## src/rtl/l1_rx_bridge.sv

```systemverilog
// Receive-side bridge for the switch L1 output port.
// Takes 2-phase bundled-data packets and synchronizes the request into clk.
// Packets are buffered in a small FIFO and delivered to the core over valid/ready.
// The ack toggle is withheld while the FIFO is full, back-pressuring the switch.
module l1_rx_bridge #(
  parameter int unsigned DATA_W      = 15,
  parameter int unsigned ADDR_W      = 5,
  parameter int unsigned FIFO_DEPTH  = 4,
  parameter int unsigned SYNC_STAGES = 2
) (
  input  logic                          clk,
  input  logic                          rst,
  input  logic                          ReqIn,
  input  logic [DATA_W-1:0]             DataIn,
  output logic                          AckIn,
  output logic                          out_valid,
  input  logic                          out_ready,
  output logic [DATA_W-1:0]             out_data,
  output logic                          out_addr_err,
  output logic [$clog2(FIFO_DEPTH):0]   fifo_level,
  output logic [15:0]                   rx_count
);

  localparam int unsigned AW = $clog2(FIFO_DEPTH);
  localparam int unsigned PW = AW + 1;

  typedef enum logic {ST_IDLE, ST_ACKED} state_e;

  logic [SYNC_STAGES-1:0] sync_q;
  logic                   req_s;
  logic                   ack_q;
  state_e                 state_q;
  logic [PW-1:0]          wr_ptr_q, wr_ptr_d;
  logic [PW-1:0]          rd_ptr_q, rd_ptr_d;
  logic [PW-1:0]          vis_ptr_q;
  logic [DATA_W-1:0]      mem_q [FIFO_DEPTH];
  logic [15:0]            rx_cnt_q;
  logic [PW-1:0]          level;
  logic                   pending;
  logic                   full;
  logic                   capture;
  logic                   valid;
  logic                   pop;

  assign req_s   = sync_q[SYNC_STAGES-1];
  assign pending = (req_s != ack_q);
  assign level   = wr_ptr_q - rd_ptr_q;
  assign full    = (level == PW'(FIFO_DEPTH));
  assign capture = (state_q == ST_IDLE) && pending && !full;
  assign valid   = (vis_ptr_q != rd_ptr_q);
  assign pop     = valid && out_ready;

  // Request synchronizer chain into the core clock domain
  always_ff @(posedge clk or posedge rst) begin
    if (rst) sync_q <= '0;
    else     sync_q <= {sync_q[SYNC_STAGES-2:0], ReqIn};
  end

  // Handshake FSM: capture toggles ack, then one dead cycle before the next capture
  always_ff @(posedge clk or posedge rst) begin
    if (rst) begin
      state_q <= ST_IDLE;
      ack_q   <= 1'b0;
    end else begin
      case (state_q)
        ST_IDLE: begin
          if (capture) begin
            state_q <= ST_ACKED;
            ack_q   <= ~ack_q;
          end
        end
        ST_ACKED: state_q <= ST_IDLE;
        default:  state_q <= ST_IDLE;
      endcase
    end
  end

  // Next-state pointer arithmetic
  always_comb begin
    wr_ptr_d = wr_ptr_q;
    rd_ptr_d = rd_ptr_q;
    if (capture) wr_ptr_d = wr_ptr_q + PW'(1);
    if (pop)     rd_ptr_d = rd_ptr_q + PW'(1);
  end

  // FIFO pointers; vis_ptr_q trails wr_ptr_q by one cycle so a freshly written
  // entry reaches the reader the cycle after capture, never in the same cycle
  always_ff @(posedge clk or posedge rst) begin
    if (rst) begin
      wr_ptr_q  <= '0;
      rd_ptr_q  <= '0;
      vis_ptr_q <= '0;
    end else begin
      wr_ptr_q  <= wr_ptr_d;
      rd_ptr_q  <= rd_ptr_d;
      vis_ptr_q <= wr_ptr_q;
    end
  end

  // FIFO storage; DataIn is bundled and already stable when req_s changes
  always_ff @(posedge clk) begin
    if (capture) mem_q[wr_ptr_q[AW-1:0]] <= DataIn;
  end

  // Saturating count of accepted packets
  always_ff @(posedge clk or posedge rst) begin
    if (rst)                               rx_cnt_q <= '0;
    else if (capture && (rx_cnt_q != '1))  rx_cnt_q <= rx_cnt_q + 16'd1;
  end

  assign AckIn        = ack_q;
  assign out_valid    = valid;
  assign out_data     = valid ? mem_q[rd_ptr_q[AW-1:0]] : '0;
  assign out_addr_err = valid && (out_data[ADDR_W-1:0] == '0);
  assign fifo_level   = level;
  assign rx_count     = rx_cnt_q;

endmodule

```

## config.mk

```make
export PLATFORM = sky130hd
export DESIGN_NAME = l1_rx_bridge
export DESIGN_NICKNAME = d
export VERILOG_FILES = /design/src/rtl/l1_rx_bridge.sv
export SDC_FILE = /design/constraint.sdc
export NUM_CORES = 1
export LEC_CHECK = 0
export ABC_CLOCK_PERIOD_IN_PS = 2840
export CORE_MARGIN = 4
export CORE_UTILIZATION = 30
export DETAILED_ROUTE_END_ITERATION = 16
export RECOVER_POWER = 25
export REMOVE_ABC_BUFFERS = 1
export SYNTH_ARGS = -nofsm -noshare
export SYNTH_HDL_FRONTEND = slang
export SYNTH_SLANG_ARGS = --single-unit
```

## constraint.sdc

```tcl
create_clock -name clk -period 2.84 [get_ports clk]
set_input_delay 0.426 -clock clk [delete_from_list [all_inputs] [get_ports clk]]
set_output_delay 0.426 -clock clk [all_outputs]
set_load 0.005 [all_outputs]
```

# After elaboration in Yosys (flattened, before gate mapping)
# Memory sizes are Yosys's and may differ from the RTL's.
# Index checks and enable logic that the tools add are counted.
# W data, S select, Z words.
# totals
mem_count,1
elab_cells,30
out_inout_bits,37
ff_bits,29
in_bits,19
ram_bits,60
# mem_list
memory,depth,width,rd,rd_clocked_by_memory_dff,wr,line,source
mem_q,4,15,1,0,1,36,logic [DATA_W-1:0] mem_q [FIFO_DEPTH];
# classes
n_eq_ne,4
bitwise_logic,2
addsub,4
muxes,4
reduce_logical,8
# ops
cell,count
$add A16 B1 Y16 const B,1
$ne A16 B16 Y1 const B,1
$mux W15,1
$add A3 B1 Y3 const B,2
$logic_and A1 B1 Y1,5
$logic_not A5 Y1,1
$eq A3 B3 Y1 const B,1
$ne A3 B3 Y1,1
$sub A3 B3 Y3,1
$mux W1,2
$not A1 Y1,2
$pmux W1 S2,1
$reduce_and A2 Y1,1
$logic_not A1 Y1,1
$ne A1 B1 Y1,1

# Longest topological paths before layout
# logic_depth
depth_word,6
depth_mapped,9
depth_no_buf,8

# Least setup slack after synthesis
# Ideal clock, no wire load.
# synth_path
path_type,register -> register
from,register wr_ptr_q[0]
to,"memory mem_q[0][0], enable pin"
n_path_buf,1
path_stages_with_launch,9
arrival_ps,2354
period_less_slack_ps,2726
setup_time_ps,372
setup_slack_ps,114
t_required_ps,2468
cell_sequence,dfrtp_1 -> inv_1 -> ha_1 -> fa_1 -> xor3_1 -> a311o_1 -> inv_1 -> buf_2 -> and2_1
# synth_via
elab_chain_cells,6
# synth_lines
element,line,source
"start, declared",33,"logic [PW-1:0] wr_ptr_q, wr_ptr_d;"
"start signal, assigned",94,wr_ptr_q <= wr_ptr_d;
$sub A3 B3 Y3,47,assign level = wr_ptr_q - rd_ptr_q;
named net fifo_level[2],20,"output logic [$clog2(FIFO_DEPTH):0] fifo_level,"
$eq A3 B3 Y1,48,assign full = (level == PW'(FIFO_DEPTH));
$logic_not A1 Y1,49,assign capture = (state_q == ST_IDLE) && pending && !full;
$logic_and A1 B1 Y1,49,
$mux W1,102,if (capture) mem_q[wr_ptr_q[AW-1:0]] <= DataIn;
$mux W1 (implied by the code),102,
"end, declared",36,
# The timed path passes the listed nets, and every way through them passes these cells.

# Worst setup path after layout
# layout_path
from,register rd_ptr_q[0]
to,output fifo_level[2]
# layout_via
elab_chain_cells,1
# layout_lines
element,line,source
"start, declared",34,"logic [PW-1:0] rd_ptr_q, rd_ptr_d;"
"start signal, assigned",95,rd_ptr_q <= rd_ptr_d;
$sub A3 B3 Y3,47,
"end, declared",20,
# No other way between the ends.

==> qor.log <==
INFO  finish         antennaDiodeCount=0
INFO  finish         layout-drive-gt1-share=0.2014
INFO  yosys          synth-compound-area-share=0.006063
INFO  global_routing number_of_antenna_violations_at_the_first_check_in_global_routing=0
INFO  yosys          yosysSeqAreaShare=0.6804
INFO  finish         finalNonFillerCells=461
INFO  clock_network  clock_input_transition_at_the_sequential_cells_of_the_worst_setup_and_hold_paths=0.06ns
INFO  route          routedWlPerCell=15.03um
INFO  yosys          yosys.area_share.simple=0.1051
INFO  yosys          yosys-mux-area-fraction=0.09700
INFO  die            effective_utilization_at_floorplan=0.3080
INFO  die            die_area=0.01423mm^2
INFO  route          postRouteAntennaNets=0
INFO  run_status     violations_in_the_final_reports=max-capacitance violations, max-slew violations
INFO  route          drt_pre_antenna_iters=4
INFO  global_routing grt_pass1_vias=2140
INFO  setup_path     critical_path.endpoint_type=output pin
INFO  clock_network  insertion_delay=0.33ns
INFO  yosys          synth_fa_ha_area_frac=0.02897
INFO  power_and_ir_drop cellPowerDensity=1096mW/mm^2
INFO  die            floorplan.rows=40
INFO  clock_network  htree_num_levels=3
INFO  setup_path     cp-start-kind=flop
INFO  placement      detailedPlacementHpwl=4863um
INFO  die            die_h=119.3um
INFO  timing         finalWorstSetupSlack=0.1141ns
INFO  power_and_ir_drop leakagePower=1.797nW
INFO  yosys          netlist-cell-type-count=36
INFO  clock_network  number_of_buffers_added_by_the_clock_tree_synthesis_step=9
INFO  placement      gp_congestion=0.7571
INFO  clock_network  clock_tree_from_tritoncts=yes
INFO  timing         setup_tns=0ns
INFO  yosys          synth_xor_xnor_area_share=0.06298
INFO  yosys          ys_ff_latch=89
INFO  power_and_ir_drop peakVddDrop=0.0004858V
INFO  clock_network  cts_max_path_buffers=2
INFO  yosys          synth.cells.most_frequent=sky130_fd_sc_hd__edfxtp_1, sky130_fd_sc_hd__dfrtp_1, sky130_fd_sc_hd__mux4_2, sky130_fd_sc_hd__nor2b_1, sky130_fd_sc_hd__xor2_1
INFO  placement      port_buffers=55
INFO  run_status     run_status=finished, violations left
INFO  yosys          netlist_instances=213
INFO  clock_network  numClockSinks=89
INFO  global_routing wire_length_of_the_first_global_routing_pass=11460um
INFO  finish         final-seq-area=0.002529mm^2
INFO  placement      dpl.cell_count=446
INFO  global_routing gr-usage-met3=0.04084
INFO  timing         finalClockSkew=0.009417ns
INFO  timing         final.period_utilization=0.9598
INFO  timing         final_max_slew_viols=30
INFO  setup_path     criticalPathCategory=reg2out
INFO  global_routing largest_net_degree_at_the_start_of_global_routing=30
INFO  global_routing grt_util_met2=0.1653
INFO  setup_path     worst_path_required=2.41ns
INFO  finish         final_net_count=316
INFO  timing         timing.hold.ws=0.3591ns
INFO  timing         shortest_clock_period_the_worst_path_allows_after_layout=2.726ns
INFO  timing         rsz0062_at_grt=no
INFO  timing         timing.fmax=0.3668GHz
INFO  yosys          post-synth-top-count-cell=sky130_fd_sc_hd__edfxtp_1
INFO  timing         final_setup_violation_count=0
INFO  yosys          synth_area=0.003715mm^2
INFO  finish         multiInputGateArea=0.001131mm^2
INFO  global_routing grt-ovfl-total=0
INFO  placement      dp_slack=0.06471ns
INFO  route          drc=0
INFO  route          drt_total_wl=6927um
INFO  timing         report.final.hold_viol_count=0
INFO  die            die_width=119.3um
INFO  timing         timing.max_slew.rel_slack=-0.04461
INFO  yosys          synth_edf_count=60
INFO  yosys          synth_top_family_by_area=simple AND/OR/NAND/NOR gates
INFO  clock_network  cts_hold_buffers=0
INFO  yosys          synthesis.yosys.warnings=0
INFO  clock_network  cts_setup_buffers=0
INFO  timing         tightest_slew=1.567ns
INFO  setup_path     worst_ep_arrival_time=2.30ns
INFO  flow_run       maxcap_violations=1
INFO  yosys          synth.avg_cell_area=17.44um^2
INFO  global_routing gr-max-usage-layer=met2
INFO  yosys          synth_top_area_share=0.4850
INFO  yosys          ys.flop_type=sky130_fd_sc_hd__edfxtp_1
INFO  route          detailroute.via_count=2049
INFO  die            num_io_pins=56
INFO  clock_network  clock_tree.root_cell=sky130_fd_sc_hd__clkbuf_16
INFO  yosys          synthTopCellsByArea=sky130_fd_sc_hd__edfxtp_1, sky130_fd_sc_hd__dfrtp_1, sky130_fd_sc_hd__mux4_2, sky130_fd_sc_hd__xor2_1, sky130_fd_sc_hd__nor2b_1
INFO  finish         n_fill_cell=1110
INFO  finish         synthToLayoutAreaGrowth=32.17%
INFO  yosys          synth_async_sr_flop_share=0.3258
INFO  die            core_area=0.01206mm^2
INFO  setup_path     crit_path_max_fanout=7
INFO  global_routing met1_usage=0.1306
INFO  min_path       hold_path_class=reg2reg
INFO  yosys          synth.largest_area_cell=sky130_fd_sc_hd__edfxtp_1
INFO  route          first_iteration_detailed_routing_drc_count=71
INFO  global_routing groute.usage.overall=0.1043
INFO  route          detail_route.vias_per_cell=4.445
logic make-up (layout without fill, tap and decap cells):
| group | count (synthesis) | count (layout) |
|---|---|---|
| buf+inv | 16 | 96 |
| xor+xnor | 25 | 25 |
| flops | 89 | 89 |
| compound gates | 3 | 3 |
| simple gates | 55 | 55 |
| mux | 17 | 17 |
| fa+ha+maj | 8 | 8 |
registers in the layout (all words and copies together) (netlist names):
signal,count
mem_q,60
rx_count,16
rd_ptr_q,3
wr_ptr_q,3
vis_ptr_q,3
AckIn,1
state_q,1
sync_q,2
cell usage in the layout (no fill, tap or decap), types with 3 or more instances in the layout:
master and count:
sky130_fd_sc_hd__dfrtp_1 28, sky130_fd_sc_hd__mux4_2 15, sky130_fd_sc_hd__clkbuf_16 9, sky130_fd_sc_hd__xnor2_1 9, sky130_fd_sc_hd__clkdlybuf4s50_1 45, sky130_fd_sc_hd__dlygate4sd3_1 9
sky130_fd_sc_hd__nor2b_1 15, sky130_fd_sc_hd__and2_1 4, sky130_fd_sc_hd__xor2_1 15, sky130_fd_sc_hd__nand3_1 5, sky130_fd_sc_hd__nand2_1 4, sky130_fd_sc_hd__buf_12 3
sky130_fd_sc_hd__edfxtp_1 60, sky130_fd_sc_hd__buf_4 14, sky130_fd_sc_hd__ha_1 7, sky130_fd_sc_hd__nand4_1 4, sky130_fd_sc_hd__inv_1 8, sky130_fd_sc_hd__nor4_2 3
path summary, 6_finish.rpt:
path                                               from                 endpoint  slack (ns)  depth (start not counted)
worst max-delay path            rd_ptr_q[0]$_DFFE_PP0P_            fifo_level[2]        0.11                          5
worst min-delay path                sync_q[0]$_DFF_PP0_      sync_q[1]$_DFF_PP0_        0.36                          0
worst max register to register  rd_ptr_q[0]$_DFFE_PP0P_  rx_count[1]$_DFFE_PP0P_        0.18                          8
worst min register to register      sync_q[0]$_DFF_PP0_      sync_q[1]$_DFF_PP0_        0.36                          0
max in group asynchronous                           rst  rd_ptr_q[0]$_DFFE_PP0P_        0.74                          3
min in group asynchronous                           rst  rx_count[5]$_DFFE_PP0P_        1.08                          3
critical path: stages (launching register included):
cell                              delay, ns
sky130_fd_sc_hd__dfrtp_2               0.48
sky130_fd_sc_hd__buf_4                 0.17
sky130_fd_sc_hd__ha_1                  0.18
sky130_fd_sc_hd__fa_1                  0.37
sky130_fd_sc_hd__xor3_1                0.23
sky130_fd_sc_hd__clkdlybuf4s50_1       0.55
metrics by stage:
step	power, mW	area [um^2]	util
detailed placement	4.321	4617	0.3828
finish	5.380	4910	0.4071
CTS	5.483	4908	0.4070
global placement	4.291	4617	0.3828
floorplan	3.044	3672	-
global route	5.751	4910	0.4071
metal layers:
metal | vias up | part of all wire
li1 | 948 | -
met1 | 1034 | 0.44
met2 | 62 | 0.48
met3 | 5 | 0.071
met4 | 0 | 0.010
met5 | - | 0
area by class of cell:
class	instances	share of cell area
clock inverters	6	0.01351
repair buffers	73	0.1463
clock buffers	9	0.04587
flip-flops and latches	89	0.5150
well taps	168	0.04281
multi-input cells	108	0.2304
inverters	8	0.006116
timing repair:
| item | 4_1_cts | 5_1_grt |
|---|---|---|
| gates resized for setup | 2 | 1 |
| setup endpoints to repair | 1 | 1 |
| hold endpoints to repair | 0 | 0 |
power by group:
group	total (mW)	internal [mW]	switching, mW
logic	2.28	1.33	0.953
registers	1.95	1.76	0.189
clock network	1.14	0.679	0.465
No activity file was read; power rests on OpenSTA's default activity.
